### src/rtl/a2d_arb_pkg.sv
// Shared types and constants for the A2D arbiter slice.
package a2d_arb_pkg;

    typedef enum logic [1:0] {
        IDLE  = 2'd0,
        START = 2'd1,
        WAIT  = 2'd2,
        DONE  = 2'd3
    } state_t;

    localparam int CHNNL_W         = 3;
    localparam int RES_W           = 12;
    localparam int DEFAULT_TIMEOUT = 1023;

endpackage

### src/rtl/a2d_arbiter_rr_picker.sv
// Combinational round-robin picker: first asserted request at or above ptr, wrapping.
module rr_picker #(
    parameter int NUM_REQ = 4,
    parameter int IDX_W   = 2
) (
    input  logic [NUM_REQ-1:0] req,
    input  logic [IDX_W-1:0]   ptr,
    output logic [NUM_REQ-1:0] winner,
    output logic [IDX_W-1:0]   idx
);

    int  j;
    logic found;

    // Scan from the pointer upward modulo NUM_REQ; the first hit wins.
    always_comb begin
        winner = '0;
        idx    = '0;
        found  = 1'b0;
        j      = 0;
        for (int unsigned i = 0; i < NUM_REQ; i++) begin
            j = (int'(ptr) + int'(i)) % NUM_REQ;
            if (!found && req[IDX_W'(j)]) begin
                found               = 1'b1;
                winner[IDX_W'(j)]   = 1'b1;
                idx                 = IDX_W'(j);
            end
        end
    end

endmodule

### src/rtl/a2d_arbiter.sv
// Round-robin arbiter sharing one A2D converter between NUM_REQ clients,
// one conversion at a time, with a watchdog on a stuck converter.
module a2d_arbiter
    import a2d_arb_pkg::*;
#(
    parameter int NUM_REQ = 4,
    parameter int TIMEOUT = DEFAULT_TIMEOUT
) (
    input  logic                         clk,
    input  logic                         rst,
    input  logic [NUM_REQ-1:0]           req,
    input  logic [CHNNL_W*NUM_REQ-1:0]   req_chnnl,
    output logic [NUM_REQ-1:0]           gnt,
    output logic [NUM_REQ-1:0]           done,
    output logic [RES_W-1:0]             res,
    output logic                         err,
    output logic                         strt_cnv,
    output logic [CHNNL_W-1:0]           chnnl,
    input  logic                         cnv_cmplt,
    input  logic [RES_W-1:0]             A2D_res
);

    localparam int IDX_W = (NUM_REQ > 1) ? $clog2(NUM_REQ) : 1;
    localparam int CNT_W = (TIMEOUT > 1) ? $clog2(TIMEOUT + 1) : 1;

    state_t             state;
    logic [IDX_W-1:0]   ptr;
    logic [IDX_W-1:0]   pick_idx;
    logic [IDX_W-1:0]   ptr_next;
    logic [NUM_REQ-1:0] pick_onehot;
    logic [CHNNL_W-1:0] pick_chnnl;
    logic [CNT_W-1:0]   tmo_cnt;
    logic               cmplt_q;
    logic               cmplt_rise;
    logic               tmo_hit;

    rr_picker #(
        .NUM_REQ (NUM_REQ),
        .IDX_W   (IDX_W)
    ) u_picker (
        .req    (req),
        .ptr    (ptr),
        .winner (pick_onehot),
        .idx    (pick_idx)
    );

    // Winner's channel slice and the pointer value just past the winner.
    always_comb begin
        pick_chnnl = '0;
        for (int unsigned i = 0; i < NUM_REQ; i++) begin
            if (pick_idx == IDX_W'(i)) begin
                pick_chnnl = req_chnnl[i*CHNNL_W +: CHNNL_W];
            end
        end
        ptr_next   = (pick_idx == IDX_W'(NUM_REQ - 1)) ? '0 : pick_idx + 1'b1;
        // Only a fresh rising edge completes; a level left high from before is ignored.
        cmplt_rise = cnv_cmplt & ~cmplt_q;
        tmo_hit    = (tmo_cnt == CNT_W'(TIMEOUT - 1));
    end

    // Conversion sequencer: grant, start pulse, wait for completion or timeout, report.
    always_ff @(posedge clk or posedge rst) begin
        if (rst) begin
            state    <= IDLE;
            ptr      <= '0;
            gnt      <= '0;
            done     <= '0;
            strt_cnv <= 1'b0;
            chnnl    <= '0;
            res      <= '0;
            err      <= 1'b0;
            cmplt_q  <= 1'b0;
            tmo_cnt  <= '0;
        end else begin
            cmplt_q <= cnv_cmplt;
            case (state)
                IDLE: begin
                    if (|req) begin
                        gnt      <= pick_onehot;
                        chnnl    <= pick_chnnl;
                        ptr      <= ptr_next;
                        strt_cnv <= 1'b1;
                        state    <= START;
                    end
                end
                START: begin
                    strt_cnv <= 1'b0;
                    tmo_cnt  <= '0;
                    state    <= WAIT;
                end
                WAIT: begin
                    if (cmplt_rise) begin
                        res   <= A2D_res;
                        err   <= 1'b0;
                        done  <= gnt;
                        state <= DONE;
                    end else if (tmo_hit) begin
                        res   <= '0;
                        err   <= 1'b1;
                        done  <= gnt;
                        state <= DONE;
                    end else begin
                        tmo_cnt <= tmo_cnt + 1'b1;
                    end
                end
                DONE: begin
                    done  <= '0;
                    gnt   <= '0;
                    state <= IDLE;
                end
                default: state <= IDLE;
            endcase
        end
    end

endmodule

### config.mk
export PLATFORM = sky130hd
export DESIGN_NAME = a2d_arbiter
export DESIGN_NICKNAME = d
export VERILOG_FILES = /design/src/rtl/a2d_arb_pkg.sv /design/src/rtl/a2d_arbiter_rr_picker.sv /design/src/rtl/a2d_arbiter.sv
export SDC_FILE = /design/constraint.sdc
export NUM_CORES = 1
export LEC_CHECK = 0
export ABC_CLOCK_PERIOD_IN_PS = 4100
export CAP_MARGIN = 25
export CORE_AREA = 5 5 93 86
export DETAILED_ROUTE_END_ITERATION = 10
export DIE_AREA = 0 0 98 91
export HOLD_SLACK_MARGIN = 0.06
export PLACE_DENSITY = 0.61
export SYNTH_ARGS = -nofsm -noshare
export SYNTH_HDL_FRONTEND = slang
export SYNTH_SLANG_ARGS = --single-unit
### constraint.sdc
create_clock -name clk -period 4.1 [get_ports clk]
set_clock_uncertainty 0.2 [all_clocks]
set_input_delay 0.41 -clock clk [delete_from_list [all_inputs] [get_ports clk]]
set_output_delay 0.41 -clock clk [all_outputs]
set_load 0.005 [all_outputs]
==> results.cfg <==
[clocking]
h-tree-depth = 2
clk_pin_slew_ps = 70
cts_root_buf = clkbuf_8
cts_resized = 0
cts_buffer_depth = 2
ctsHoldBuffers = 0
clkLatencyLatePin_ps = 280
post-cts-setup-buffers = 0
cts_buffers = 5
clkSinkCount = 40
cts_tree = done

[global_routing]
track_usage_pct = 13.57
grt_pass1_wl_um = 10170
grt_overflow_total = 0
first_global_vias = 2105
antenna_found_initial = 0
grt_max_degree = 41

[place]
dp_hpwl_um = 4351
place_congestion = 0.8155
dp.cells = 410
place_area_um2 = 3181
numPortBuffers = 55

[run]
maxCapViolCount = 0

[logic_synthesis]
ys_ff_latch = 40
yosysSeqAreaShare_pct = 39.39
syn_area_per_cell_um2 = 9.447
ys_warn_count = 0
synth-async-reset-ratio_pct = 100.0
ys_types = 50
synthCells = 269
synth_enable_flop_cells = 0
synth_nets = 319
syn_area_um2 = 2541
synth_ff_type = dfrtp_1

[route]
drc = 0
ant_nets = 0
vias = 2172
wl_per_cell_um = 13.82
viasPerCell = 5.196
first_iter_violations = 95
wirelength_um = 5776
first_pass_iters = 4

[floorplanning]
die_y_um = 91
dieArea_um2 = 8918
die_w_um = 98
initial_core_util_pct = 36.67
io_pins = 56
core_um2 = 6930
num_rows = 29

[timing]
tightest_slew_ps = 592.2
finalSetupViolations = 0
hold_viol_final = 0
post-route-min-period_ps = 3407
max_freq_ghz = 0.2935
max_slew_margin_pct = 60.21
rsz0062_at_grt = false
period_share_pct = 83.10
slew_violations = 0
fin_tns_setup_ps = 0

[setup_path]
r2r_cells = 12
crit_required_ps = 4060
cp-start-kind = register
critPathMaxStageDelay_ps = 590
r2r-end = chnnl[0]
timing.critical_path.arrival_ps = 3360
worst-path-max-fanout = 10
worstPathCellList = inv_1 -> ha_1 -> mux4_2 -> nor2b_1 -> nor2_1 -> a211o_1 -> ha_1 -> nor2b_1 -> a221oi_1 -> nor3_1 -> a21oi_1 -> o21ai_0
cp-end-kind = register
rr_startpoint = ptr[0]
r2r_slack_ps = 690
crit_type = reg -> reg
crit_slowest_cell = mux4_2

[pwr]
clkPwrFrac_pct = 12.2
peakVddDrop_mv = 0.3655
p_sw_share_pct = 40.21
p_comb_share_pct = 59.2
p_leak_nw = 1.411
p_sw_mw = 0.8596
p_seq_share_pct = 28.6
cell_internal_pwr_mw = 1.278
cellPowerDensity_nw_per_um2 = 653.0

[outcome]
status = complete, no violations

[finish]
multi_input_area_um2 = 1423
instances_no_fill = 418
area_delta_synth_final_pct = 28.80
nFillCells = 647
regArea_um2 = 1001
final_cell_mix = 55 x clkdlybuf4s50_1, 40 x dfrtp_1, 28 x nand2_1, 19 x ha_1
n_antenna_cell = 0
drive_above_1_share_pct = 6.769
finalInstanceArea_um2 = 3273
layout_commonest_cell = clkdlybuf4s50_1
nets = 374

[min_path]
worstHoldStart = chnnl[2]
min_to = chnnl[2]
hold_path.class = reg -> reg
holdPathStages = 2
## power by group through the flow
stage,Clock (mW),Combinational [mW],Sequential (mW)
2_1_floorplan,0,0.849,0.627
3_3_place_gp,0,1.27,0.615
3_5_place_dp,0,1.27,0.618
4_1_cts,0.276,1.28,0.611
5_1_grt,0.297,1.44,0.631
6_report,0.261,1.27,0.611
## worst max-delay path by stage
stage           start  endpoint  cells past startpoint
3_3_place_gp   req[0]  chnnl[0]                     11
6_report       ptr[0]  chnnl[0]                     12
4_1_cts        ptr[0]  chnnl[0]                     12
2_1_floorplan  ptr[1]  chnnl[0]                     14
5_1_grt        ptr[0]  chnnl[1]                     11
3_5_place_dp   req[0]  chnnl[0]                     11
## flip-flops by register name, summed over array words and instances, names as in the netlist
| signal | count |
|---|---|
| cmplt_q | 1 |
| err | 1 |
| res | 12 |
| strt_cnv | 1 |
| done | 4 |
| gnt | 4 |
| state | 2 |
| chnnl | 3 |
| tmo_cnt | 10 |
| ptr | 2 |
## kinds of logic after synthesis
kind of cell             Yosys count  synth area share [%]
AND/OR/NAND/NOR                   96                 19.30
XOR/XNOR                           1                0.3447
AO/OA/AOI/OAI                     77                 21.12
flip-flops                        40                 39.39
adder cells (fa/ha/maj)           19                 9.355
multiplexers                      10                 5.859
buffers and inverters             26                 4.628
## layout make-up
type,count,share of cell area [%]
well taps,93,3.555
multi-input cells,203,43.46
inverters,14,1.606
flip-flops and latches,40,30.58
clock inverters,2,0.3058
clock buffers,6,2.523
repair buffers,60,17.97
## stage by stage
stage / setup slack [ps] / total power [mW] / hold slack, ps / util (%)
global placement: 705.5 / 1.883 / 274.5 / 45.78
global route: 332.5 / 2.365 / 313.4 / 47.23
CTS: 686.6 / 2.165 / 290.3 / 47.23
floorplan: 647.0 / 1.476 / 241.4 / -
detailed placement: 630.3 / 1.887 / 273.0 / 45.89
finish: 693.1 / 2.137 / 279.1 / 47.23
## synth_stat cells, types with 2 or more instances
master	number	area [um2]
dfrtp_1	40	1001
nand2_1	28	105.1
ha_1	19	237.7
a22o_1	18	157.7
o21ai_0	18	90.09
nor2_1	15	56.30
inv_1	14	52.55
nand3_1	14	70.07
a21oi_1	13	65.06
buf_2	7	35.03
mux2_2	6	67.56
nand2b_1	6	37.54
nor3_1	6	30.03
nor2b_1	5	31.28
or3_1	5	31.28
a211o_1	3	26.28
a221oi_1	3	26.28
a22oi_1	3	22.52
and3_1	3	18.77
clkbuf_1	3	11.26
o211ai_1	3	22.52
a221o_1	2	20.02
a31oi_1	2	12.51
mux4_2	2	45.04
nand4_1	2	12.51
nor4_1	2	12.51
o21a_1	2	15.01
o21ai_1	2	10.01
or2b_1	2	15.01
## layer usage
| metal | track usage, % | vias to the layer above | routed length, um | share of wire, % |
|---|---|---|---|---|
| li1 | - | 1100 | - | - |
| met3 | 2.835 | 5 | 295 | 5.1 |
| met4 | 4.152 | 0 | 62 | 1.1 |
| met1 | 19.60 | 1006 | 3020 | 52 |
| met2 | 20.41 | 61 | 2398 | 42 |
| met5 | 0 | - | 0 | 0 |
## critical path: cells and delay by family (launching register included)
kind	cells	cell delay, ps
flip-flops	1	340
multiplexers	1	590
buffers and inverters	1	130
adder cells (fa/ha/maj)	2	710
AO/OA/AOI/OAI	4	780
AND/OR/NAND/NOR	4	510
No activity file was read; power rests on OpenSTA's default activity.
